[config.mk]
export PLATFORM = sky130hd
export DESIGN_NAME = mc_controller
export DESIGN_NICKNAME = d
export VERILOG_FILES = /design/src/rtl/mc_ctrl_pkg.sv /design/src/rtl/alu_dec.sv /design/src/rtl/mc_controller.sv
export SDC_FILE = /design/constraint.sdc
export NUM_CORES = 1
export LEC_CHECK = 0
export CORE_MARGIN = 2
export CORE_UTILIZATION = 42
export DETAILED_ROUTE_END_ITERATION = 6
export GPL_TIMING_DRIVEN = 0
export PLACE_DENSITY_LB_ADDON = 0.3
export SYNTH_ARGS = -nofsm -noshare
export SYNTH_HDL_FRONTEND = slang
export SYNTH_SLANG_ARGS = --single-unit
[constraint.sdc]
create_clock -name clk -period 2.14 [get_ports clk]
set_input_delay 0.214 -clock clk [delete_from_list [all_inputs] [get_ports clk]]
set_output_delay 0.214 -clock clk [all_outputs]
set_load 0.02 [all_outputs]
[src/rtl/mc_ctrl_pkg.sv]
// mc_ctrl_pkg -- shared definitions for the multicycle controller.
//   state_t     : FSM state encoding (also driven out on state_o for debug)
//   OP_*        : opcode values in instr[15:12]
//   FN_*        : R-type funct values in instr[3:0]
//   ALU_*       : alucontrol encodings
//   ctl_t       : per-state control strobes held in a register
//   next_state  : FSM transition function
//   moore_ctl   : per-state strobe decode
package mc_ctrl_pkg;

  typedef enum logic [3:0] {
    S_FETCH   = 4'd0,
    S_DECODE  = 4'd1,
    S_EXEC_R  = 4'd2,
    S_EXEC_I  = 4'd3,
    S_ALUWB_R = 4'd4,
    S_ALUWB_I = 4'd5,
    S_MEMADDR = 4'd6,
    S_MEMRD   = 4'd7,
    S_MEMWB   = 4'd8,
    S_MEMWR   = 4'd9,
    S_BRANCH  = 4'd10,
    S_JUMP    = 4'd11,
    S_HALT    = 4'd12
  } state_t;

  localparam logic [3:0] OP_RTYPE = 4'b0000;
  localparam logic [3:0] OP_J     = 4'b0001;
  localparam logic [3:0] OP_ADDI  = 4'b0010;
  localparam logic [3:0] OP_BEQ   = 4'b0011;
  localparam logic [3:0] OP_LW    = 4'b0100;
  localparam logic [3:0] OP_SW    = 4'b0101;

  localparam logic [3:0] FN_ADD = 4'b0000;
  localparam logic [3:0] FN_SUB = 4'b0001;
  localparam logic [3:0] FN_AND = 4'b0010;
  localparam logic [3:0] FN_OR  = 4'b0011;
  localparam logic [3:0] FN_SLT = 4'b0100;

  localparam logic [3:0] ALU_AND = 4'b0000;
  localparam logic [3:0] ALU_OR  = 4'b0001;
  localparam logic [3:0] ALU_ADD = 4'b0010;
  localparam logic [3:0] ALU_SUB = 4'b0110;
  localparam logic [3:0] ALU_SLT = 4'b0111;

  // fetch/branch/jump/alu_r are qualifiers: the top combines them with
  // mem_ready, zero or the funct decode to form the few input-dependent strobes.
  typedef struct packed {
    logic       memread;
    logic       memwrite;
    logic       memtoreg;
    logic       alusrc;
    logic       regdst;
    logic       regwrite;
    logic       jump;
    logic       illegal;
    logic       fetch;
    logic       branch;
    logic       alu_r;
    logic [3:0] alu;
  } ctl_t;

  function automatic state_t next_state(state_t s, logic [3:0] op, logic rdy);
    state_t n;
    n = s;
    case (s)
      S_FETCH:   if (rdy) n = S_DECODE;
      S_DECODE:
        case (op)
          OP_RTYPE:     n = S_EXEC_R;
          OP_ADDI:      n = S_EXEC_I;
          OP_LW, OP_SW: n = S_MEMADDR;
          OP_BEQ:       n = S_BRANCH;
          OP_J:         n = S_JUMP;
          default:      n = S_HALT;
        endcase
      S_EXEC_R:  n = S_ALUWB_R;
      S_EXEC_I:  n = S_ALUWB_I;
      S_MEMADDR: n = (op == OP_LW) ? S_MEMRD : S_MEMWR;
      S_MEMRD:   if (rdy) n = S_MEMWB;
      S_MEMWR:   if (rdy) n = S_FETCH;
      S_ALUWB_R, S_ALUWB_I, S_MEMWB, S_BRANCH, S_JUMP: n = S_FETCH;
      S_HALT:    n = S_HALT;
      default:   n = S_FETCH;
    endcase
    return n;
  endfunction

  function automatic ctl_t moore_ctl(state_t s);
    ctl_t c;
    c = '0;
    case (s)
      S_FETCH:   begin c.memread = 1'b1; c.fetch = 1'b1; end
      S_EXEC_R:  c.alu_r = 1'b1;
      S_ALUWB_R: begin c.alu_r = 1'b1; c.regdst = 1'b1; c.regwrite = 1'b1; end
      S_EXEC_I:  begin c.alusrc = 1'b1; c.alu = ALU_ADD; end
      S_ALUWB_I: begin c.alusrc = 1'b1; c.alu = ALU_ADD; c.regwrite = 1'b1; end
      S_MEMADDR: begin c.alusrc = 1'b1; c.alu = ALU_ADD; end
      S_MEMRD:   begin c.alusrc = 1'b1; c.alu = ALU_ADD; c.memread = 1'b1; end
      S_MEMWB:   begin c.memtoreg = 1'b1; c.regwrite = 1'b1; end
      S_MEMWR:   begin c.alusrc = 1'b1; c.alu = ALU_ADD; c.memwrite = 1'b1; end
      S_BRANCH:  begin c.branch = 1'b1; c.alu = ALU_SUB; end
      S_JUMP:    c.jump = 1'b1;
      S_HALT:    c.illegal = 1'b1;
      default:   ;
    endcase
    return c;
  endfunction

endpackage

[src/rtl/alu_dec.sv]
// alu_dec -- R-type funct to alucontrol decode (combinational).
//   funct      in  4  instr[3:0]
//   alucontrol out 4  ALU operation; unknown funct falls back to ADD
module alu_dec
  import mc_ctrl_pkg::*;
(
  input  logic [3:0] funct,
  output logic [3:0] alucontrol
);

  always_comb begin
    alucontrol = ALU_ADD;
    case (funct)
      FN_ADD:  alucontrol = ALU_ADD;
      FN_SUB:  alucontrol = ALU_SUB;
      FN_AND:  alucontrol = ALU_AND;
      FN_OR:   alucontrol = ALU_OR;
      FN_SLT:  alucontrol = ALU_SLT;
      default: alucontrol = ALU_ADD;
    endcase
  end

endmodule

[src/rtl/mc_controller.sv]
// mc_controller -- multicycle CPU control FSM.
//   clk, reset            : clock, synchronous active-high reset
//   instr[15:0]           : IR contents (opcode [15:12], funct [3:0])
//   zero, mem_ready       : ALU zero flag, memory access-complete handshake
//   memtoreg..pcsrc       : datapath strobes; alucontrol[3:0] ALU select
//   memread, memwrite     : memory request strobes
//   irwrite, pcen         : IR load / PC update enables
//   illegal               : sticky undefined-opcode flag (HALT)
//   state_o[3:0]          : current state, debug
//   cycle_count, instr_count [31:0] : only with MC_CONTROLLER_PERF_EN defined
// Strobes are registered per state; only irwrite/pcen (FETCH), pcen/pcsrc
// (BRANCH) and alucontrol (R-type states) mix in live inputs. Every output
// is forced low while reset is high, so an aborted access cannot leak a pulse.
module mc_controller
  import mc_ctrl_pkg::*;
#(
  parameter int WIDTH = 16
) (
  input  logic             clk,
  input  logic             reset,
  input  logic [WIDTH-1:0] instr,
  input  logic             zero,
  input  logic             mem_ready,
  output logic             memtoreg,
  output logic             alusrc,
  output logic             regdst,
  output logic             regwrite,
  output logic             jump,
  output logic             pcsrc,
  output logic [3:0]       alucontrol,
  output logic             memread,
  output logic             memwrite,
  output logic             irwrite,
  output logic             pcen,
  output logic             illegal,
  output logic [3:0]       state_o
`ifdef MC_CONTROLLER_PERF_EN
  ,
  output logic [31:0]      cycle_count,
  output logic [31:0]      instr_count
`endif
);

  state_t     state;
  state_t     nxt;
  ctl_t       ctl;
  logic [3:0] alu_r_ctl;
  logic       act;
  logic       unused_bits;

  assign unused_bits = ^instr[11:4];
  assign act         = ~reset;
  assign nxt         = next_state(state, instr[15:12], mem_ready);

  alu_dec u_alu_dec (
    .funct      (instr[3:0]),
    .alucontrol (alu_r_ctl)
  );

  // Strobes for the state being entered are decoded alongside the state
  // update, so they are flop outputs in the cycle the state is live.
  always_ff @(posedge clk) begin
    if (reset) begin
      state <= S_FETCH;
      ctl   <= moore_ctl(S_FETCH);
    end else begin
      state <= nxt;
      ctl   <= moore_ctl(nxt);
    end
  end

  assign memread    = act & ctl.memread;
  assign memwrite   = act & ctl.memwrite;
  assign memtoreg   = act & ctl.memtoreg;
  assign alusrc     = act & ctl.alusrc;
  assign regdst     = act & ctl.regdst;
  assign regwrite   = act & ctl.regwrite;
  assign jump       = act & ctl.jump;
  assign illegal    = act & ctl.illegal;
  assign irwrite    = act & ctl.fetch & mem_ready;
  assign pcsrc      = act & ctl.branch & zero;
  assign pcen       = act & ((ctl.fetch & mem_ready) | (ctl.branch & zero) | ctl.jump);
  assign alucontrol = act ? (ctl.alu_r ? alu_r_ctl : ctl.alu) : 4'd0;
  assign state_o    = act ? state : 4'd0;

`ifdef MC_CONTROLLER_PERF_EN
  // An instruction retires when any non-FETCH state hands back to FETCH;
  // HALT never does, and FETCH holding on itself is a wait, not a retire.
  logic retire;
  assign retire = (state != S_FETCH) && (nxt == S_FETCH);

  always_ff @(posedge clk) begin
    if (reset) begin
      cycle_count <= '0;
      instr_count <= '0;
    end else begin
      cycle_count <= cycle_count + 32'd1;
      if (retire) instr_count <= instr_count + 32'd1;
    end
  end
`endif

endmodule

# Word-level counts from Yosys, hierarchy flattened
# Index checks and enable logic that the tools add are counted.
# Widths: inputs -> output; s select.
dict set report op_classes {
  n_reduce_logical 8
  muxes 22
  eq_ne 27
  bitwise 18
}
# operator count
set ops {}
lappend ops {{$eq 4x3->1 const B} 9}
lappend ops {{$eq 4x2->1 const B} 8}
lappend ops {{$pmux 4 s8} 1}
lappend ops {{$eq 4x4->1 const B} 7}
lappend ops {{$mux 4} 7}
lappend ops {{$pmux 4 s5} 1}
lappend ops {{$and 1x1->1} 15}
lappend ops {{$eq 4x1->1 const B} 3}
lappend ops {{$logic_not 4->1} 3}
lappend ops {{$pmux 3 s4} 1}
lappend ops {{$mux 1} 11}
lappend ops {{$pmux 3 s2} 1}
lappend ops {{$reduce_or 2->1} 3}
lappend ops {{$reduce_or 5->1} 1}
lappend ops {{$reduce_or 3->1} 1}
lappend ops {{$or 1x1->1} 2}
lappend ops {{$not 1->1} 1}
dict set report word_totals {
  reg_bits 19
  elab_cells 88
}

# Logic depth before layout (Yosys ltp)
# Gate-level depths: netlist of the first run.
dict set report logic_depth {
  word_depth 7
  ltp_mapped 7
}

# Cells and area by module
# From an unflattened synthesis of the first run, not the netlist that was laid out.
dict set report hier_totals {
  cells_unflattened 118
  hier_area_um2 993.5
}
# mod cells_per_inst seq_area_each_um2 area_each_um2 n_inst
set modules_own_cells {}
lappend modules_own_cells {mc_controller 110 320.3 938.4 1}
lappend modules_own_cells {alu_dec 8 0.0 55.1 1}

# Worst setup path after synthesis of the first run
# No wires, ideal clock.
dict set report synth_path {
  path_kind {reg2reg}
  start {register state[1]}
  end {register ctl[11] in the netlist's numbering}
  arrival_ns 1.761
  setup_ns 0.103
  path_stages_with_launch 8
  required_time_ns 2.037
  slack_ns 0.275
  cell_sequence {dfxtp_1 buf_2 or3b_4 or3_1 o31a_1 buf_6 o21a_1 a2111oi_2}
}
dict set report synth_between {
  elab_chain_cells 5
}
# item line_no
set synth_lines {}
lappend synth_lines {{from (decl)} mc_controller.sv:44} ;# state_t state;
lappend synth_lines {{from (signal assigned)} mc_controller.sv:67} ;# state <= nxt;
lappend synth_lines {{$eq 4x4->1 (tied with other cells)} mc_ctrl_pkg.sv:66} ;# case (s)
lappend synth_lines {{$pmux 4 s8 *} mc_ctrl_pkg.sv:66}
lappend synth_lines {{$eq 4x3->1 (tied with other cells)} mc_ctrl_pkg.sv:92} ;# case (s)
lappend synth_lines {{$reduce_or 5->1 (no source line) *} -}
lappend synth_lines {{$mux 1 *} mc_ctrl_pkg.sv:92}
lappend synth_lines {{to (signal assigned)} mc_controller.sv:65} ;# ctl <= moore_ctl(S_FETCH);
lappend synth_lines {{to (signal assigned)} mc_controller.sv:68} ;# ctl <= moore_ctl(nxt);
lappend synth_lines {{to (decl)} mc_controller.sv:46} ;# ctl_t ctl;
# Mark *: on every way between the ends. The rest lies on a longest branch, timed or not.
# A chain may end at the register's enable or synchronous reset.

# Final worst setup path of the first run
dict set report layout_path {
  start {input port reset}
  end {output port alucontrol[2]}
}
dict set report layout_between {
  elab_chain_cells 1
}
# item line_no
set layout_lines {}
lappend layout_lines {{from (decl)} mc_controller.sv:20} ;# input logic reset,
lappend layout_lines {{$mux 4} mc_controller.sv:83} ;# assign alucontrol = act ? (ctl.alu_r ? alu_r_ctl : ctl.alu) : 4'd0;
lappend layout_lines {{to (decl)} mc_controller.sv:30} ;# output logic [3:0] alucontrol,
# Every way passes these cells.

==> run_results.csv, run 1 <==
group,metric,value,unit
status,status,"finished clean",
grt,grt_overflow_total,0,
synthesis,ys_types,47,
clock_tree,cts.path.max_buffers,2,
grt,grt_max_degree,11,
routing,drt_iter0_drc,26,
routing,dr.pass1.iters,4,
clock_tree,cts_tree,"built",
place,hpwlAfterDp,1.71,mm
synthesis,synth.area.mux_share,0.0106,
worst_setup_path,r2r_slack,90,ps
routing,wl_met1,1.09,mm
grt,grt_pass1_vias,851,
die,chipWidth,51.5,um
pwr,p_leak,0.494,nW
die,core-area,2170,um^2
place,dp_slack,-377,ps
clock_tree,htree_levels,1,
synthesis,synth_compound_area_frac,0.201,
clock_tree,post-cts-setup-buffer-count,0,
finish,num-fill-cells,210,
die,initial_core_util,0.437,
finish,antenna_cells,0,
synthesis,ys_seq_area_frac,0.338,
clock_tree,cts_sinks,16,
timing,finClkSkew,4.05,ps
place,post_dp_cell_area,1270,um^2
clock_tree,cts_made_buffers,3,
finish,drive_gt1_frac,0.122,
clock_tree,clk_pin_slew_worst_paths,90,ps
synthesis,syn_inst,114,
finish,final-seq-area,322,um^2
routing,drc,0,
clock_tree,ctsHoldBuffers,0,
die,pin_count,39,
grt,antenna_found_initial,0,
grt,grt_usage,0.190,
timing,hold_viol,0,
worst_setup_path,arrival,1850,ps
routing,via_per_inst,5.51,
timing,clock.fmax,484,MHz
routing,wl_met3,111,um
die,die_area,2650,um^2
min_path,hp-class,"in2reg",
place,place.gp.congestion,0.773,
pwr,ir_drop,0.567,mV
synthesis,avgSynthCellArea,8.31,um^2
timing,finalCritPeriodShare,0.965,
routing,ant_nets,0,
synthesis,synthXorXnorAreaFrac,0.0185,
finish,nets,168,
worst_setup_path,startpoint_type,"input port",
timing,min_period,2070,ps
grt,grt_pass1_wl,3.82,mm
synthesis,synthFlopType,"dfxtp_1",
synthesis,synth_top_family_by_area,"simple AND/OR/NAND/NOR gates",
worst_setup_path,critPathRequiredTime,1930,ps
finish,multi_input_area,577,um^2
synthesis,syn_nets,134,
place,port_buffers,29,
finish,syn_to_final_growth,39.1,%
finish,layout_commonest_cell,"clkdlybuf4s50_1",
worst_setup_path,cp-end-kind,"output pin",
die,die_h,51.5,um
pwr,power,0.801,mW
clock_tree,cts_root_buffer,"clkbuf_4",
finish,final_cell_mix,"clkdlybuf4s50_1, nor2_1, dfxtp_1, nor2b_1, nand2_1",
timing,report.final.slew_viol_count,0,
finish,stdcell_area,1320,um^2
synthesis,ys_ff_latch,16,
pwr,powerDensity,608,nW/um^2
clock_tree,insertion_delay,290,ps
worst_setup_path,worstPathMaxFanout,10,
synthesis,synth_area,947,um^2
routing,vias,964,
routing,routedWlPerCell,13.3,um
run,drv_cap,0,
routing,wl,2.33,mm
routing,dr_wl_met2,1.11,mm
timing,setup_viol,0,
die,rows,17,
timing,final.setup.worst_slack,74.4,ps
synthesis,yosys_warnings,0,
synthesis,synth-simple-area-share,0.371,
routing,routed.top_layer,"met4",
worst_setup_path,crit_type,"in2out",
synthesis,async_flop_share,0,
timing,rsz0062_at_grt,"no",
synthesis,synth_edf_count,0,
synthesis,synthAdderAreaFrac,0,
[metal layers]
layer  track usage  vias to the layer above
li1              -                      478
met1         0.250                      454
met2         0.318                       29
met3        0.0287                        3
met4        0.0658                        0
met5             0                        -
[critical path, cell delays in order]
cell and delay, ps:
clkdlybuf4s50_1 440, clkbuf_4 210, clkbuf_2 220, nor2_1 150
clkdlybuf4s50_1 610
[per-stage QoR]
step	TNS [ps]	std cells	utilization	hold WS (ps)
final	0	175	0.607	748
after floorplan	0	114	-	477
after detailed placement	-3540	171	0.587	769
after global routing	0	175	0.607	767
after global placement	-3130	171	0.587	764
after CTS	0	175	0.604	733
[power breakdown]
group          internal (mW)  switching, mW
registers              0.324         0.0162
clock network          0.104         0.0943
logic                  0.123          0.140
total                  0.551          0.251
[worst paths after layout]
| check | start | endpoint | cells after the start |
|---|---|---|---|
| setup / recovery | reset | alucontrol[2] | 5 |
| hold / removal | reset | ctl[11]$_SDFF_PP0_ | 3 |
| setup reg to reg | state[1]$_SDFF_PP0_ | ctl[1]$_SDFF_PP0_ | 7 |
| hold reg to reg | state[3]$_SDFF_PP0_ | state[3]$_SDFF_PP0_ | 2 |
[timing repair]
item	CTS	global route
resized for setup	7	4
pin swaps	0	1
endpoints found under the setup margin	10	5
[registers in the layout, indices dropped and copies added (netlist names)]
name and count:
state 4, ctl 12
[cell families (layout without fill, tap and decap cells)]
family,after synthesis,count (layout)
other,1,1
AOI/OAI and AO/OA,24,24
and+or+nand+nor,59,59
DFF,16,16
muxes,1,1
xor gates and xnor gates,2,2
buffers and inverters,11,44
[cells in the mapped netlist (2+ instances only)]
| library cell | n | area (um^2) |
|---|---|---|
| a211oi_1 | 2 | 15.0 |
| a21o_1 | 2 | 15.0 |
| a21oi_1 | 4 | 20.0 |
| a31oi_1 | 3 | 18.8 |
| clkbuf_1 | 5 | 18.8 |
| dfxtp_1 | 16 | 320 |
| inv_1 | 3 | 11.3 |
| nand2_1 | 7 | 26.3 |
| nand2b_1 | 2 | 12.5 |
| nor2_1 | 16 | 60.1 |
| nor2b_1 | 10 | 62.6 |
| nor3_1 | 3 | 15.0 |
| nor3b_1 | 2 | 15.0 |
| nor4_1 | 3 | 18.8 |
| nor4b_1 | 2 | 17.5 |
| o31a_1 | 2 | 17.5 |
| or3_1 | 2 | 12.5 |
[area by class of cell]
class | instances | share of cell area
Buffer | 8 | 0.0380
Clock buffer | 4 | 0.0275
Inverter | 3 | 0.00855
Multi-Input combinational cell | 87 | 0.438
Sequential cell | 16 | 0.244
Tap cell | 28 | 0.0266
Timing Repair Buffer | 29 | 0.217
Power figures use the tool's default switching activity.
==> run 2: changes to the inputs <==
Settings changed: GPL_ROUTABILITY_DRIVEN set to 0.
==> results of run 2 <==
No change in the layout: final DEF, timing and power equal those of run 1.
